$ cat src/rtl/pipe_ctrl_pkg.sv
// pipe_ctrl_pkg: shared types and defaults for the pipeline stall/bubble controller.
package pipe_ctrl_pkg;

   // Mul/div sequencer states
   typedef enum logic [1:0] {
      IDLE = 2'd0,
      BUSY = 2'd1,
      DONE = 2'd2
   } md_state_t;

   localparam int MUL_LAT_DEF = 3;
   localparam int DIV_LAT_DEF = 32;

   function automatic int max_int(input int a, input int b);
      return (a > b) ? a : b;
   endfunction

endpackage

$ cat src/rtl/pipe_ctrl_md_seq.sv
// md_seq: mul/div sequencer for the E stage. Holds E while the multi-cycle
// unit works, then raises md_ready for as long as E stays frozen in DONE.
// Instantiated by pipe_ctrl only when PIPE_CTRL_MULDIV_EN is defined.
module md_seq
   import pipe_ctrl_pkg::*;
#(
   parameter int MUL_LAT = MUL_LAT_DEF,
   parameter int DIV_LAT = DIV_LAT_DEF
) (
   input  logic      clk,
   input  logic      reset,
   input  logic      md_start_e,
   input  logic      md_div_e,
   input  logic      d_busy,
   output logic      mdw,
   output logic      md_ready,
   output logic      md_busy,
   output md_state_t o_state
);

   localparam int CNT_RAW = $clog2(max_int(MUL_LAT, DIV_LAT));
   localparam int CNT_W   = (CNT_RAW < 1) ? 1 : CNT_RAW;
   localparam logic [CNT_W-1:0] MUL_LOAD = CNT_W'(MUL_LAT - 1);
   localparam logic [CNT_W-1:0] DIV_LOAD = CNT_W'(DIV_LAT - 1);

   md_state_t        r_state;
   md_state_t        w_state_nxt;
   logic [CNT_W-1:0] r_cnt;
   logic [CNT_W-1:0] w_cnt_nxt;

   // State and latency counter registers; reset abandons any operation
   always_ff @(posedge clk or posedge reset) begin
      if (reset) begin
         r_state <= IDLE;
         r_cnt   <= '0;
      end else begin
         r_state <= w_state_nxt;
         r_cnt   <= w_cnt_nxt;
      end
   end

   // Next state: a start seen while d_busy is high is retried next cycle;
   // BUSY counts down to 0 regardless of d_busy; DONE waits for E to advance
   always_comb begin
      w_state_nxt = r_state;
      w_cnt_nxt   = r_cnt;
      case (r_state)
         IDLE: begin
            if (md_start_e && !d_busy) begin
               w_state_nxt = BUSY;
               w_cnt_nxt   = md_div_e ? DIV_LOAD : MUL_LOAD;
            end
         end
         BUSY: begin
            if (r_cnt == '0) begin
               w_state_nxt = DONE;
            end else begin
               w_cnt_nxt = r_cnt - CNT_W'(1);
            end
         end
         DONE: begin
            // In DONE the only E stall source is d_busy
            if (!d_busy) begin
               w_state_nxt = IDLE;
            end
         end
         default: begin
            w_state_nxt = IDLE;
            w_cnt_nxt   = '0;
         end
      endcase
   end

   assign mdw      = ((r_state == IDLE) && md_start_e) || (r_state == BUSY);
   assign md_ready = (r_state == DONE);
   assign md_busy  = (r_state != IDLE);
   assign o_state  = r_state;

endmodule

$ cat src/rtl/pipe_ctrl.sv
// pipe_ctrl: stage-enable and bubble control for the 5-stage F/D/E/M/W pipe.
// Covers load-use hazards, data/instruction memory freezes and, when
// PIPE_CTRL_MULDIV_EN is defined, the multi-cycle mul/div unit in E.
// Without PIPE_CTRL_MULDIV_EN mul/div is treated as single-cycle.
module pipe_ctrl
   import pipe_ctrl_pkg::*;
#(
   parameter int MUL_LAT = MUL_LAT_DEF,
   parameter int DIV_LAT = DIV_LAT_DEF
) (
   input  logic       clk,
   input  logic       reset,
   input  logic [4:0] rs_d,
   input  logic [4:0] rt_d,
   input  logic       uses_rs_d,
   input  logic       uses_rt_d,
   input  logic [4:0] rd_e,
   input  logic       load_e,
   input  logic       md_start_e,
   input  logic       md_div_e,
   input  logic       i_busy,
   input  logic       d_busy,
   output logic       stall_f,
   output logic       stall_d,
   output logic       stall_e,
   output logic       stall_m,
   output logic       flush_e,
   output logic       flush_m,
   output logic       flush_w,
   output logic       md_ready,
   output logic       md_busy
);

   logic w_lu;
   logic w_mdw;

`ifdef PIPE_CTRL_MULDIV_EN
   md_state_t w_unused_md_state;

   md_seq #(
      .MUL_LAT (MUL_LAT),
      .DIV_LAT (DIV_LAT)
   ) u_md_seq (
      .clk        (clk),
      .reset      (reset),
      .md_start_e (md_start_e),
      .md_div_e   (md_div_e),
      .d_busy     (d_busy),
      .mdw        (w_mdw),
      .md_ready   (md_ready),
      .md_busy    (md_busy),
      .o_state    (w_unused_md_state)
   );
`else
   logic w_unused;

   assign w_mdw    = 1'b0;
   assign md_ready = 1'b0;
   assign md_busy  = 1'b0;
   // clk/reset only feed the sequencer, which is absent in this build
   assign w_unused = &{1'b0, clk, reset, md_start_e, md_div_e,
                       (MUL_LAT > 0), (DIV_LAT > 0)};
`endif

   // Load-use: the E load's result is not forwardable to D this cycle; $zero never hazards
   assign w_lu = load_e &
                 ((uses_rs_d & (rs_d != 5'd0) & (rs_d == rd_e)) |
                  (uses_rt_d & (rt_d != 5'd0) & (rt_d == rd_e)));

   // Stalls cascade upstream; i_busy only freezes F
   assign stall_m = d_busy;
   assign stall_e = d_busy | w_mdw;
   assign stall_d = stall_e | w_lu;
   assign stall_f = stall_d | i_busy;

   // Bubbles go into the stage just below the lowest held stage
   assign flush_w = d_busy;
   assign flush_m = w_mdw & ~d_busy;
   assign flush_e = w_lu & ~stall_e;

endmodule

$ cat config.mk
export PLATFORM = sky130hd
export DESIGN_NAME = pipe_ctrl
export DESIGN_NICKNAME = d
export VERILOG_FILES = /design/src/rtl/pipe_ctrl_pkg.sv /design/src/rtl/pipe_ctrl_md_seq.sv /design/src/rtl/pipe_ctrl.sv
export SDC_FILE = /design/constraint.sdc
export NUM_CORES = 1
export LEC_CHECK = 0
export BUFFER_PORTS_ARGS = -buffer_cell sky130_fd_sc_hd__buf_2
export CORE_AREA = 2 2 39 41
export DETAILED_ROUTE_END_ITERATION = 16
export DIE_AREA = 0 0 41 43
export GPL_ROUTABILITY_DRIVEN = 0
export GPL_TIMING_DRIVEN = 0
export PLACE_DENSITY = 0.46
export SLEW_MARGIN = 0
export SYNTH_ARGS = -nofsm -noshare
export SYNTH_HDL_FRONTEND = slang
export SYNTH_SLANG_ARGS = --single-unit
$ cat constraint.sdc
create_clock -name vclk -period 1.7
set_input_delay 0.34 -clock vclk [all_inputs]
set_output_delay 0.34 -clock vclk [all_outputs]
set_load 0.005 [all_outputs]
==> results of run 1 <==
[logic make-up after synthesis]
| group | after synthesis | synth area share |
|---|---|---|
| buf+inv | 7 | 0.225 |
| simple gates | 11 | 0.295 |
| compound gates | 5 | 0.139 |
| other cells | 1 | 0.0173 |
| xor+xnor | 8 | 0.324 |
[per-layer routing]
metal,vias up,part of all wire,wire [um]
li1,159,-,-
met1,112,0.42,262
met2,23,0.41,256
met3,0,0.16,102
met4,0,0,0
met5,-,0,0
[metrics by stage]
stage	util	hold slack, ns	setup slack [ns]	power [mW]
final	0.270	0.962	0.0970	0.0783
after global routing	0.270	0.970	0.0339	0.0871
after CTS	0.270	0.965	0.0966	0.0792
after detailed placement	0.270	0.964	0.100	0.0790
after global placement	0.270	0.951	0.116	0.0778
after floorplan	-	0.708	0.390	0.0381
[power by group]
group	switching [mW]	internal, mW
logic	0.0335	0.0447
clock network	0	0
registers	0	0
[worst min-delay path, delay by kind of cell]
kind / cells / cell delay, ns
buffers and inverters: 2 / 0.19
and+or+nand+nor: 2 / 0.09
[worst paths after layout]
check                    from       to  slack (ns)  cells past startpoint
worst min-delay path   i_busy  stall_f        0.96                      4
worst max-delay path  rs_d[3]  flush_e         0.1                      6
[cell type report]
| type | instances | area share |
|---|---|---|
| plain buffers | 6 | 0.120 |
| repair buffers | 26 | 0.348 |
| multi-input cells | 27 | 0.468 |
| inverters | 1 | 0.0100 |
| well taps | 16 | 0.0535 |
[cells in the final DEF (no fill, tap or decap)]
master and count:
nor2_1 1, o21bai_1 2, conb_1 3, nor3_2 1
nand2_1 2, buf_2 26, nand3b_1 1, buf_4 6
inv_1 1, nand3_1 1, xnor2_1 2, nand4_1 2
nor4_1 2, a21oi_1 3, xor2_1 6, nor3_1 1
==> metrics.txt, run 1 <==
FILL cells 172; CTS resizes 0; count of different cell masters after synthesis 15; endpoint class of the critical path output pin; Leak 0.207 nW; data arrival time at the worst-slack endpoint 1.26 ns; required arrival time at the worst endpoint 1.36 ns; die extent in y about 43 um; number of cells after detailed placement 76; biggest area contributors in the synthesized netlist xor2_1 (24%), buf_4 (21%), xnor2_1 (8.1%), a21oi_1 (6.9%), o21bai_1 (6.9%); Commonest cells post-synth buf_4 (6), xor2_1 (6), a21oi_1 (3); routed vias/inst 3.87; Top Ports 33; final sequential cell count 0; Final Max Slew Viols 0; Diodes inserted 0; largest net degree at the start of global routing 7; final sum of negative setup slack 0 ns; GRT met2 Usage 0.113; FF/Latch Area 0 um2; global-route wire length before repair 869 um; Starting Density 0.156; per-cell routed wire length 8.17 um; initial antenna violation count 0; combined buffer and inverter count along the critical path 2; met3 Usage GRT 0; Most common cell on crit path buf_2; total power per unit cell area 209 nW/um2; # DRC 0; part of the Yosys area used for sequential elements 0; violation count after the first detailed-route iteration 1; Core Area about 1400 um2; outcome finished clean; cells traversed along the worst timing path buf_2 -> xor2_1 -> nor3_1 -> nand4_1 -> a21oi_1 -> buf_2; top cell family by delay on the critical path simple AND/OR/NAND/NOR gates; Detailed Place HPWL 602 um; met1 Track Usage GR 0.0949; Yosys warnings 0; busiest layer in global routing met2; post-layout instance count excluding filler cells 76; f_max between 600 and 700 MHz; final hold violation count 0; Worst IR Drop VDD 60.0 uV; Maximum Capacitance Violations 0; shortest period the worst path allows 1.60 ns; min-delay worst type in2out; Post-Syn Area per Cell 6.76 um2; total vias in the final route just under 300; post-synth design cell area roughly 220 um2; number of optimization iterations in the first detailed-route pass 4; hold buffers post-CTS 0; Startpoint Class input port; highest-delay cell along the critical path nor3_1; Layout Area Growth over Synthesis 72.8%; total global routing overflow 0; critical path class in2out; row count 14; Die ar. 1760 um2; number of cells produced by synthesis 32; Post-DP Area 374 um2; final-layout clock buffer total 0; largest stage delay on the critical path between 0.2 and 0.25 ns; share of the synthesized area in the top cell type 0.243; area occupied by multi-input gates 175 um2; # setup viols final 0; post-route clock period utilization 0.943; final-stage net count 86; antenna-violating nets left 0; width of the die between 40 and 50 um; final non-filler cell area 374 um2; wirelength, routed 621 um; total routing resource utilization after global routing 0.0659; fraction of final layout cells sized beyond drive strength 1 0.550; RSZ-0062 raised after global routing false; input/output buffers 26; number of buffers added for setup after CTS 0; vias in the first global route between 200 and 250; Critical Path Fanout Max 3; cell type contributing the most total cell area after synthesis xor2_1
Note: power is estimated with default switching activity, not from simulation.
==> run 2: changes to the inputs <==
Settings changed: CAP_MARGIN from default to 20.
Clock period 1.7 ns to 1.5 ns, I/O delays scaled along.
==> run 2 against run 1 <==
  * The flow now finishes with violations (negative setup slack)
  * Cell area up 17%
  * Global-route usage grew 0.20 points
  * Critical path depth is the same
  * Wire length grew 5.2%
  * Sequential cell count unchanged
  * Clock-buffer cell count is the same
  * Die area unchanged
  * Critical path type unchanged
  * Critical endpoint unchanged
  * Largest cell class unchanged
==> metrics.txt, run 2 (synthesis gave the netlist of run 1 again) <==
Final Max Slew Viols 0 (unchanged); violation count after the first detailed-route iteration 2 (was 1); # setup viols final 1 (was 0); Top Ports 33 (unchanged); hold buffers post-CTS 0 (unchanged); Detailed Place HPWL 602 um (unchanged); total global routing overflow 0 (unchanged); RSZ-0062 raised after global routing true (was false); total routing resource utilization after global routing 0.0679 (was 0.0659); Maximum Capacitance Violations 0 (unchanged); FILL cells 165 (was 172); routed vias/inst 3.87 (about the same); Leak 0.227 nW (was 0.207 nW); Clk pwr share 0 (about the same); Layout Area Growth over Synthesis 102% (was 72.8%); FF/Latch Area 0 um2 (unchanged); leading cell types in the layout, fill and taps excluded buf_2 (21), buf_4 (7), xor2_1 (6) (was buf_2 (26), xor2_1 (6), buf_4 (6)); min-delay worst type in2out (unchanged); # DRC 0 (unchanged); antenna-violating nets left 0 (unchanged); final sum of negative setup slack -0.0159 ns (was 0 ns); per-cell routed wire length 8.48 um (was 8.17 um); internal power summed over all cells 62.8 uW (was 44.7 uW); global-route wire length before repair 890 um (was 869 um); final hold violation count 0 (unchanged); initial antenna violation count 0 (unchanged); number of optimization iterations in the first detailed-route pass 2 (was 4); fin worst setup slack -0.0159 ns (was 0.0970 ns); Worst Hold Path Cells 4 (unchanged); switching power of the nets 42.4 uW (was 33.5 uW); Core Area 1380 um2 (unchanged); critical path class in2out (unchanged); required arrival time at the worst endpoint 1.20 ns (was 1.36 ns); width of the die 41 um (unchanged); Startpoint Class input port (unchanged); shortest period the worst path allows 1.52 ns; Reg power frac 0 (about the same); final-layout clock buffer total 0 (unchanged); endpoint class of the critical path output pin (unchanged); final hold slack 0.879 ns (was 0.962 ns); final-stage net count 87 (was 86); final sequential cell count 0 (unchanged); vias in the first global route 243 (was 234); wirelength, routed 653 um (was 621 um); largest net degree at the start of global routing 7 (unchanged); f_max 660 MHz; Die ar. 1760 um2 (unchanged); Diodes inserted 0 (unchanged); failing checks negative setup slack; row count 14 (unchanged); fraction of final layout cells sized beyond drive strength 1 0.590 (was 0.550); Critical Path Fanout Max 3 (unchanged); post-route clock period utilization 1.01; input/output buffers 26 (unchanged); outcome finished with violations (was finished clean); Gate power share 1.000 (about the same); data arrival time at the worst-slack endpoint 1.22 ns (was 1.26 ns); Starting Density 0.156 (unchanged); die extent in y 43 um (unchanged); Worst IR Drop VDD 79.6 uV (was 60.0 uV); commonest non-fill, non-tap cell in the layout buf_2 (unchanged); sw frac 0.403 (was 0.428); total vias in the final route 298 (was 294); total power per unit cell area 240 nW/um2 (was 209 nW/um2)
[run 2: power by group through the flow]
stage | clock, mW | sequential [mW] | combinational, mW
2_1_floorplan | 0 | 0 | 0.0432
3_3_place_gp | 0 | 0 | 0.0882
3_5_place_dp | 0 | 0 | 0.0896
4_1_cts | 0 | 0 | 0.0947
5_1_grt | 0 | 0 | 0.116
6_report | 0 | 0 | 0.105
[run 2: path summary, 6_finish.rpt]
kind              startpoint      end  slack (ns)
setup / recovery     rs_d[0]  flush_e       -0.02
hold / removal        i_busy  stall_f        0.88
[run 2: metrics by stage]
step	instances	cell area (um2)	setup slack, ns	total power [mW]	util
after floorplan	34	224	0.270	0.0432	-
after global placement	76	374	-0.00434	0.0882	0.270
after detailed placement	76	374	-0.0198	0.0896	0.270
after CTS	76	393	-0.0197	0.0947	0.284
after global routing	77	438	-0.0794	0.116	0.316
final	77	438	-0.0159	0.105	0.316
[run 2: critical path, stage by stage]
cell and delay, ns:
buf_8 0.10, xor2_1 0.14, nor3_1 0.21, nand4_1 0.17
a21oi_1 0.17, buf_2 0.12
[run 2: routing by layer]
layer	track usage	routed length (um)
met5	0	0
met4	0	0
met3	0	84
met2	0.119	291
met1	0.0949	278
[run 2: final cells by class]
type | count | area [um2] | area share
inverter | 1 | 3.75 | 0.00857
buffer | 6 | 45.0 | 0.103
timing repair buffer | 27 | 173 | 0.394
multi-input combinational | 27 | 196 | 0.449
tap | 16 | 20.0 | 0.0457
[run 2: repair_timing]
item,4_1_cts,5_1_grt
endpoints found under the setup margin,2,3
hold endpoints to repair,0,0
pin swaps,5,5
buffers inserted,0,1
resized for setup,4,8
